## config.mk

```make
export PLATFORM = sky130hd
export DESIGN_NAME = clz_unit
export DESIGN_NICKNAME = d
export VERILOG_FILES = /design/src/rtl/clz_unit.sv
export SDC_FILE = /design/constraint.sdc
export NUM_CORES = 1
export LEC_CHECK = 0
export CAP_MARGIN = 30
export CORE_UTILIZATION = 49
export CTS_CLUSTER_DIAMETER = 80
export DETAILED_ROUTE_END_ITERATION = 7
export PLACE_DENSITY = 0.77
export RECOVER_POWER = 25
export SYNTH_ARGS = -nofsm -noshare
export SYNTH_HDL_FRONTEND = slang
export SYNTH_SLANG_ARGS = --single-unit
```

## constraint.sdc

```tcl
create_clock -name clk -period 2.6 [get_ports clk]
set_clock_uncertainty 0.1 [all_clocks]
set_input_delay 0.52 -clock clk [delete_from_list [all_inputs] [get_ports clk]]
set_output_delay 0.52 -clock clk [all_outputs]
set_load 0.03 [all_outputs]
```

## src/rtl/clz_unit.sv

```systemverilog
// Iterative count-leading-zeros / count-leading-ones unit for the EX stage.
// Optional macro CLZ_ZERO_FAST_EN: an all-zero working word finishes at accept.
module clz_unit #(
  parameter int STEP = 4
) (
  input  logic        clk,
  input  logic        rst,
  input  logic        start,
  input  logic        op,
  input  logic [31:0] src,
  input  logic        flush,
  output logic        ready,
  output logic        busy,
  output logic        done,
  output logic [31:0] result,
  output logic [1:0]  dbg_state
);

  localparam int NWIN = 32 / STEP;
  localparam int WW   = (NWIN > 1) ? $clog2(NWIN) : 1;

  typedef enum logic [1:0] {
    S_IDLE = 2'd0,
    S_SCAN = 2'd1,
    S_DONE = 2'd2
  } state_t;

  state_t          state;
  logic [31:0]     x;
  logic [5:0]      cnt;
  logic [WW-1:0]   win;

  logic [STEP-1:0] window;
  logic            win_zero;
  logic [5:0]      win_lz;
  logic [5:0]      lz_sum;
  logic            last_win;
  logic [31:0]     opnd;

  // Handshake: start is taken on an edge where ready=1 (IDLE or DONE);
  // done is a one-cycle pulse and result is valid from that cycle until the next done.
  assign opnd      = op ? ~src : src;
  assign window    = x[31 -: STEP];
  assign win_zero  = (window == '0);
  assign last_win  = (win == WW'(NWIN - 1));
  assign lz_sum    = cnt + win_lz;
  assign dbg_state = state;

  // Leading zeros inside the current window; the highest set bit wins.
  always_comb begin
    win_lz = 6'(STEP);
    for (int i = 0; i < STEP; i++) begin
      if (window[i]) win_lz = 6'(STEP - 1 - i);
    end
  end

  always_ff @(posedge clk) begin
    if (rst) begin
      state  <= S_IDLE;
      ready  <= 1'b1;
      busy   <= 1'b0;
      done   <= 1'b0;
      result <= '0;
      x      <= '0;
      cnt    <= '0;
      win    <= '0;
    end else if (flush) begin
      state <= S_IDLE;
      ready <= 1'b1;
      busy  <= 1'b0;
      done  <= 1'b0;
    end else begin
      case (state)
        S_IDLE, S_DONE: begin
          state <= S_IDLE;
          ready <= 1'b1;
          busy  <= 1'b0;
          done  <= 1'b0;
          if (start) begin
            x   <= opnd;
            cnt <= '0;
            win <= '0;
`ifdef CLZ_ZERO_FAST_EN
            if (opnd == 32'd0) begin
              result <= 32'd32;
              state  <= S_DONE;
              done   <= 1'b1;
            end else begin
              state <= S_SCAN;
              ready <= 1'b0;
              busy  <= 1'b1;
            end
`else
            state <= S_SCAN;
            ready <= 1'b0;
            busy  <= 1'b1;
`endif
          end
        end
        S_SCAN: begin
          if (win_zero) begin
            cnt <= cnt + 6'(STEP);
            x   <= x << STEP;
            win <= win + 1'b1;
            // Running off the last window means the whole word was zero.
            if (last_win) begin
              result <= 32'd32;
              state  <= S_DONE;
              ready  <= 1'b1;
              busy   <= 1'b0;
              done   <= 1'b1;
            end
          end else begin
            result <= {26'd0, lz_sum};
            state  <= S_DONE;
            ready  <= 1'b1;
            busy   <= 1'b0;
            done   <= 1'b1;
          end
        end
        default: begin
          state <= S_IDLE;
          ready <= 1'b1;
          busy  <= 1'b0;
          done  <= 1'b0;
        end
      endcase
    end
  end

endmodule
```

======== After elaboration in Yosys (flattened, before gate mapping) ========
Index checks and enable logic that the tools add are counted.
W data, S select, Z words.
storage, ports and cells
  bits in registers ....................... 78
  bits of input ports ..................... 37
  output and inout bits ................... 37
  logic and storage cells ................. 57
cells by class
  add/subtract/negate cells ............... 3
  equal/unequal tests ..................... 7
  multiplexer cells ....................... 28
  bitwise operators ....................... 3
  reduce and logical (&&, ||, !) cells .... 8
operators by type and width
  kind                   number
  $mux W32               5
  $pmux W32 S2           1
  $not A32 Y32           1
  $mux W6                4
  $mux W3                4
  $pmux W6 S2            1
  $mux W1                7
  $add A6 B3 Y6 const B  1
  $add A6 B6 Y6          1
  $pmux W3 S2            1
  $logic_not A4 Y1       1
  $mux W2                2
  $ne A2 B2 Y1 const B   2
  $pmux W1 S2            2
  $pmux W2 S2            1
  $reduce_and A4 Y1      1
  $reduce_or A2 Y1       2
  $add A3 B1 Y3 const B  1
  $eq A3 B3 Y1 const B   1
  $ne A3 B3 Y1 const B   1
  $reduce_and A3 Y1      1
  $reduce_or A3 Y1       1
  $eq A2 B1 Y1 const B   1
  $eq A2 B2 Y1 const B   1
  other kinds (4)        5

======== Longest topological paths before layout ========
  depth in word-level cells ............... 6
  depth in mapped cells ................... 6

======== Worst setup path after synthesis ========
No wires, ideal clock.
  path kind ............................... flip-flop to flip-flop
  from .................................... reg x[31]
  to ...................................... reg result[5]
  setup time .............................. 95 ps
  data arrival time ....................... 1677 ps
  slack ................................... 728 ps
  stages on the path, launching flop included .. 7
  buffers on the path ..................... 0
  cells stage by stage .................... dfxtp_1 -> or4_4 -> clkinv_1 -> ha_1 -> nand3_1 -> xor2_1 -> a221oi_1
between the ends
  longest elaborated chain between the ends .. 3
ends and longest elaborated chain
  item                                           RTL line  text
  start: declaration                             29        logic [31:0] x;
  start signal: assignment                       80        x <= opnd;
  start signal: assignment                       103       x <= x << STEP;
  $mux W6 or $logic_not A4 Y1 (tied branches)    53, 44
  $add A6 B6 Y6 or $ne A2 B1 Y1 (tied branches)  n/a
  $mux W32 or $reduce_and A3 Y1 (tied branches)  n/a
  end signal: assignment                         114       result <= {26'd0, lz_sum};
  end: declaration                               15        output logic [31:0] result,
Several ways; a longest one is shown, not always the timed one.
A chain may end at the register's enable or synchronous reset.

======== Worst setup path in the final report ========
  from .................................... in flush
  to ...................................... reg result[5]
between the ends
  longest elaborated chain between the ends .. 2
ends and longest elaborated chain
  item                                RTL line  text
  start: declaration                  11        input logic flush,
  $not A1 Y1 (no source line)         n/a
  $reduce_and A3 Y1 (no source line)  n/a
No other way between the ends.

==> metrics.yaml <==
outcome: "finished, final reports clean"
multi_input_area_um2: 1660
io_pins: 74
max_freq_ghz: 0.450
hold_ws_ns: 0.372
synth_ff_type: "dfxtp_1"
clkTransAtPathRegs_ns: 0.10
ys_async_sr_fraction_pct: 0
clk_latency_ns: 0.31
drive_gt1_share_pct: 7.10
finalHoldViolCount: 0
dpl_cell_area_um2: 3320
ir_drop_uv: 287
seq_area_um2: 1000
grt_pass1_wl_um: 9800
rsz0062_at_grt: "no"
fillCellCount: 534
drtIter0Drc: 159
avgViaCountPerCell: 5.71
die_h_um: 79.2
path_max_fanout: 6
areaGrowthSynthToFinish_pct: 16.1
netlist_area_um2: 2920
crit_arrival_ns: 2.32
synth_top_cell_area_share_pct: 34.3
ys_warn_count: 0
path_class: "in2reg"
numCtsBuffers: 5
ys_seq_area_share_pct: 34.3
cts_tree: "built"
synth_seq_cells: 50
grt_util_all_layers_pct: 19.4
place_hpwl_um: 3880
end_kind: "register"
cts_hold_buf: 0
antenna_found_initial: 0
diodes: 0
initial_core_util_pct: 51.8
gp_congestion: 0.746
wl_per_cell_um: 14.0
ys_types: 43
cts_sinks: 50
period_share_pct: 85.5
min-delay-path-class: "reg2reg"
finalSetupViolCount: 0
firstDrtPassIters: 4
cts_resized: 0
holdPathStages: 2
start_kind: "input pin"
grt_remaining_overflow: 0
p_leak_uw: 0.00143
cts_root_buf: "clkbuf_8"
pre_cts_ws_ns: 0.213
synth_area_leaders: "dfxtp_1 34%, mux2i_1 9.9%, xor2_1 9.9%"
syn_inst: 305
critical_path_required_ns: 2.70
cts.path.max_buffers: 2
rows: 27
grt_max_degree: 37
grt_pass1_vias: 2144
nNetsFinal: 380
period_minus_slack_ns: 2.22
cts_setup_buffers: 0
htree_levels: 2
syn_avg_cell_area_um2: 9.57
drtAntennaViolNets: 0
port_buffers: 47
finalSetupTns_ns: 0
drt-total-wl_um: 5740
fin_util_pct: 60.1
synth-edff-count: 0
relSlewSlack_pct: 36.2
fin_area_um2: 3390
ff2ff_path_depth: 6
setup_ws_ns: 0.377
drv_cap: 0
tightestPinTransition_ns: 0.956
core-area_um2: 5640
dieArea_um2: 6270
vias: 2343
maxSlewViolCount: 0
synth_largest_area_cell: "dfxtp_1"
drc: 0
powerDensity_nw_per_um2: 497
fp.dieW_um: 79.2
==> kinds of logic (layout without fill, tap and decap cells) <==
logic type                 after synthesis  count (layout)  synth area share [%]
AOI/OAI and AO/OA                       83              83                  22.8
buffers and inverters                   61              68                  12.3
DFF                                     50              50                  34.3
and+or+nand+nor                         41              41                  7.93
xor gates and xnor gates                35              35                  10.5
muxes                                   29              29                  9.94
adders and majority gates                5               5                  2.14
other                                    1              27                 0.128
==> per-stage QoR <==
stage	power, uW	std cells
CTS	1690	410
floorplan	1170	331
global placement	1250	403
detailed placement	1250	403
global route	1760	410
finish	1680	410
==> power breakdown <==
part / switching (uW) / internal, uW / total, uW
clock network: 262 / 186 / 448
registers: 24.4 / 805 / 829
logic: 249 / 158 / 407
total: 535 / 1150 / 1680
==> cell type report <==
cell class	instances	share of cell area, %
Multi-Input combinational cell	220	48.8
Inverter	4	0.443
Timing Repair Buffer	57	16.1
Clock inverter	2	0.406
Clock buffer	5	2.03
Tap cell	72	2.66
Sequential cell	50	29.5
==> cell usage in the layout, fill, tap and decap left out, types with 2 or more instances in the layout <==
master	netlist	final
dfxtp_1	50	50
clkdlybuf4s50_1	0	38
xor2_1	33	33
mux2i_1	29	29
o31ai_1	28	28
conb_1	1	27
o2111ai_1	24	24
nand3_1	10	10
nor3_1	9	9
dlygate4sd3_1	0	8
nor2_1	7	7
buf_4	26	7
a21oi_1	6	6
ha_1	5	5
clkbuf_8	0	5
o211ai_1	4	4
a32o_1	4	4
a22o_1	4	4
a31o_2	3	3
clkinv_1	2	2
nor4_1	2	2
nand2b_1	3	2
xnor2_1	2	2
nor2b_1	2	2
inv_1	2	2
or4_1	2	2
clkbuf_1	17	2
==> per-layer routing <==
metal / global-route usage (%) / share of wire (%) / vias up
met4: 5.27 / 1.1 / 0
met5: 0 / 0 / -
li1: - / - / 1158
met3: 4.14 / 3.5 / 8
met1: 25.8 / 47 / 1116
met2: 31.5 / 49 / 61
==> worst max-delay path, stage by stage <==
cell	delay, ns
dlygate4sd3_1	0.56
clkbuf_1	0.16
nor3b_1	0.32
clkbuf_1	0.29
o21ai_2	0.17
a221oi_1	0.32
==> path summary, 6_finish.rpt <==
kind | startpoint | endpoint | slack, ns
worst max-delay path | flush | result[5] | 0.38
worst min register to register | result[0] | result[0] | 0.37
worst min-delay path | result[0] | result[0] | 0.37
worst max register to register | x[31] | result[5] | 0.39
==> registers in the layout (all words and copies together) (netlist names) <==
signal,flops
x,32
result,6
cnt,4
win,3
dbg_state,2
busy,1
done,1
ready,1
==> Yosys cell counts, types with 2 or more instances <==
cell,number
xor2_1,33
nand3_1,10
clkbuf_1,17
o31ai_1,28
ha_1,5
nor3_1,9
a31o_2,3
or4_1,2
nor2_1,7
inv_1,2
buf_6,3
o2111ai_1,24
buf_2,8
nor4_1,2
a32o_1,4
nor2b_1,2
nand2b_1,3
clkinv_1,2
dfxtp_1,50
a21oi_1,6
xnor2_1,2
a22o_1,4
mux2i_1,29
buf_1,3
buf_4,26
o211ai_1,4
(Power assumes the default switching activity.)
==> variant 1: new RTL, config.mk and constraints unchanged <==
Build with the macro `CLZ_ZERO_FAST_EN` defined.
--- a/src/rtl/clz_unit.sv
+++ b/src/rtl/clz_unit.sv
@@ -1,5 +1,7 @@
 // Iterative count-leading-zeros / count-leading-ones unit for the EX stage.
 // Optional macro CLZ_ZERO_FAST_EN: an all-zero working word finishes at accept.
+`define CLZ_ZERO_FAST_EN
+
 module clz_unit #(
   parameter int STEP = 4
 ) (
Function: changed (Yosys sat finds a counterexample within 4 cycles, from zero or initial values and one cycle with rst high).
==> variant 1 against the original RTL <==
  * Via count increased by 10%
  * Sequential cell count decreased by 1
  * Area after synthesis increased by 1.3%
  * Final cell count increased by 15%
  * Power decreased by 0.12%
  * Fmax decreased by 1.2%
  * Sequential power decreased by 1%
  * Final area increased by 1.4%
  * Global-route usage increased by 3.2 points
  * Critical path depth unchanged
  * Routed wire length increased by 17%
  * Worst setup slack got worse by 0.028 ns
  * Largest cell class unchanged
==> variant 1: results (changes against the original RTL) <==
Run status
  • Status: complete, no violations

Synthesis
  • Syn Area/Cell: 8.243 um2 (-14%)
  • Sequential fraction of the synthesis area: 0.3315 (-0.01126)
  • Top post-synthesis cells by area: dfxtp_1, xnor2_1, nand2_1
  • Xor/xnor share of the synthesized area: 0.1125 (+0.007504)
  • Mux contribution to synthesized area: 0.03763 (-0.06177)
  • Count of different cell masters after synthesis: 42 (-2.3%)
  • Synth Area in Compound Gates: 0.1928 (-0.03512)
  • Adder-Cell Fraction of Synth Area: 0.02114 (-0.0002808)
  • Top cells by count, synth: nand2_1, dfxtp_1, xnor2_1

Route
  • First-pass DRT Iterations: 5 (+1)
  • Routed wire per std cell: 14.32 um (+2.2%)
  • Initial DRC count: 129 (-19%)
  • Routed via count: 2,580 (+10%)

Finish
  • Nets: 439 (+16%)
  • Share of layout cells above drive strength 1: 0.05528 (-0.01573)
  • Fillers: 517 (-3.2%)

Setup path
  • CP delay by family, top: simple AND/OR/NAND/NOR gates
  • CP peak stage delay: 0.64 ns (+0.08 ns)
  • Crit path max-delay cell type: or4_1
  • Crit-path max FO: 37 (+31)
  • WP data arrival: 2.34 ns (+0.02 ns)
  • FF-to-FF End: x[3]
  • R2R Setup Slk: 0.35 ns (-0.04 ns)

Global routing
  • Wire length of the first global-routing pass: 11.12 mm (+13%)
  • Largest net degree at the start of global routing: 57 (+54%)
  • Vias in the first global route: 2,354 (+9.8%)

Worst hold path
  • Hold endpoint: x[20]
  • Hold Startpoint: x[20]

STA
  • Hold Slack: 0.3557 ns (-0.01606 ns)
  • Worst-Margin Slew: 0.6081 ns (-0.3483 ns)

Power
  • VDD IR max: 0.0002874 V (+0.18%)

Placed design
  • DP Worst Slack: 0.1064 ns (-0.1067 ns)
  • Routability cong.: 0.9241 (+24%)
  • DPL Wire Length: 4.893 mm (+26%)
-- variant 1: cell type report --
type | instances | area (um2) | area share
multi-input combinational | 275 | 1695 | 0.4933
sequential | 49 | 980.9 | 0.2854
timing repair buffer | 58 | 560.5 | 0.1631
tap | 72 | 90.09 | 0.02621
clock buffer | 8 | 80.08 | 0.02330
inverter | 8 | 30.03 | 0.008737
-- variant 1: through the flow --
stage | instances | utilization | instance area, um2
floorplan | 385 | - | 3057
global placement | 462 | 0.5935 | 3368
detailed placement | 462 | 0.5935 | 3368
CTS | 470 | 0.6076 | 3448
global route | 470 | 0.6056 | 3437
finish | 470 | 0.6056 | 3437
-- variant 1: per-layer routing --
layer / up-vias / share of wire / global-route usage
met1: 1189 / 0.44 / 0.2852
li1: 1284 / - / -
met3: 14 / 0.047 / 0.04229
met2: 93 / 0.49 / 0.3829
met5: - / 0 / 0
met4: 0 / 0.019 / 0.07636
-- variant 1: worst max-delay path by stage --
| stage | from | to | depth (start not counted) |
|---|---|---|---|
| 4_1_cts | dbg_state[0] | dbg_state[0] | 1 |
| 2_1_floorplan | dbg_state[0] | cnt[2] | 9 |
| 6_report | x[31] | x[3] | 6 |
| 5_1_grt | x[31] | result[5] | 7 |
| 3_5_place_dp | src[30] | result[4] | 7 |
| 3_3_place_gp | src[30] | dbg_state[0] | 7 |
-- variant 1: power by group --
part / internal [mW] / switching [mW]
sequential: 0.792 / 0.0269
clock: 0.192 / 0.254
combinational: 0.167 / 0.251
total: 1.15 / 0.532
-- variant 1: worst min-delay path, stage by stage, from the launching register on --
cell and delay, ns:
dfxtp_1 0.32, nand2_1 0.05, a21oi_1 0.05
==> variant 2: new RTL, same settings <==
Without the edit above. Reset style: asynchronous (`rst`), changed in one clocked block.
--- a/src/rtl/clz_unit.sv
+++ b/src/rtl/clz_unit.sv
@@ -54,7 +54,7 @@
     end
   end
 
-  always_ff @(posedge clk) begin
+  always_ff @(posedge clk or posedge rst) begin
     if (rst) begin
       state  <= S_IDLE;
       ready  <= 1'b1;
Check against the original RTL: differs if rst is asserted again (counterexample within 4 cycles, from zero or initial values and one cycle with rst high); with rst held inactive, the same outputs for 10 cycles.
==> variant 2 against the original RTL <==
  * Die area is 0.87% higher
  * Critical endpoint is now x[13]
  * Sequential cell count is 1 lower
  * Final area is 3.2% higher
  * Register-to-register slack worse by 0.11 ns
  * Routed wire length is 8.3% lower
  * Area after synthesis is 0.90% higher
  * Critical path type unchanged
  * Worst setup slack worse by 0.12 ns
Power is not compared: it rests on default switching activity, and its combinational part moved more than twofold at a synthesized area within 25%.
==> variant 2: results (changes against the original RTL) <==
Setup path
  • Crit path max-delay cell type: o21ai_4
  • CP delay by family, top: compound AO/OA/AOI/OAI gates
  • Crit-path max FO: 22 (+16)
  • WP data arrival: 2.41 ns (+0.09 ns)
  • Critical Path End: x[13]
  • RR Startpoint: x[28]
  • R2R Setup Slk: 0.28 ns (-0.11 ns)
  • CP peak stage delay: 0.61 ns (+0.05 ns)

Worst hold path
  • WHS Path Cells: 1 (-1)
  • Hold Startpoint: win[0]
  • Hold endpoint: win[0]

Global routing
  • Overall Global Routing Usage: 0.1829 (-0.01073)
  • GR Util met1: 0.2313 (-0.02667)
  • Largest net degree at the start of global routing: 31 (-16%)
  • Grt met2 use: 0.3197 (+0.005003)

Synthesis
  • Synth Area in Compound Gates: 0.08917 (-0.1388)
  • Top cells by count, synth: dfrtp_1, buf_4, xor2_1
  • Post-synth top area share: 0.4076 (+0.06488)
  • Synth Instances: 262 (-14%)
  • Async set-or-reset flop fraction in the synthesized netlist: 1.000 (+1.000)
  • Count of different cell masters after synthesis: 44 (+2.3%)
  • Synthesized flop and latch total: 49 (-2.0%)
  • Adder-Cell Fraction of Synth Area: 0.02123 (-0.0001910)

Placed design
  • DP Worst Slack: -0.03617 ns (-0.2493 ns)
  • DPL Wire Length: 3.986 mm (+2.7%)
  • DP Area: 3410 um2 (+2.7%)
  • Placed Instances: 377 (-6.5%)
  • Routability cong.: 0.7904 (+6.0%)

Finish
  • Fillers: 476 (-11%)
  • Seq area share: 0.3507 (+0.05542)
  • Number of non-clock inverters: 9 (+5)
  • Area grow syn2layout: 18.77%
  • Share of layout cells above drive strength 1: 0.1725 (+0.1015)
  • Signal buffers share of area: 0.1623 (+0.001372)
  • Comb_multi_in: 188 (-15%)
  • Non-clk bufs: 59 (+3.5%)

Route
  • Met2 WL: 2.720 mm (-3.1%)
  • Wl on met1: 2.315 mm (-13%)
  • Routed vias/inst: 5.052 (-12%)
  • Routed wire per std cell: 13.68 um (-2.4%)
  • Met3 routed wirelength: 198 um (-2.5%)

Clock tree
  • Worst skew pair latency: 0.29 ns (-0.02 ns)

STA
  • Hold Slack: 0.3945 ns (+0.02282 ns)
  • Fin worst setup slack: 0.2591 ns (-0.1176 ns)

Run status
  • Status: complete, no violations
[variant 2: changes by cell type in the layout (fill, tap and decap cells not counted), sizes merged, moves of 7 or more]
cell	change
dfrtp	+48
o31ai	-28
dfxtp	-50
nor3	-7
clkdlybuf4s50	+7
o21ai	+11
dlygate4sd3	-7
nand2	+11
o2111ai	-24
mux2	+29
[variant 2: power groups by stage]
stage	registers (mW)	logic, mW	clock network, mW
global placement	1.18	0.897	0
finish	1.17	0.917	0.454
global route	1.20	1.00	0.496
CTS	1.17	0.926	0.465
detailed placement	1.19	0.924	0
floorplan	1.23	0.620	0
[variant 2: cell families (layout without fill, tap and decap cells)]
family / count (synthesis) / in the layout
compound gates: 33 / 33
xor+xnor: 35 / 35
fa+ha+maj: 5 / 5
buf+inv: 51 / 76
flops: 49 / 49
mux: 52 / 52
other cells: 1 / 27
simple gates: 36 / 36
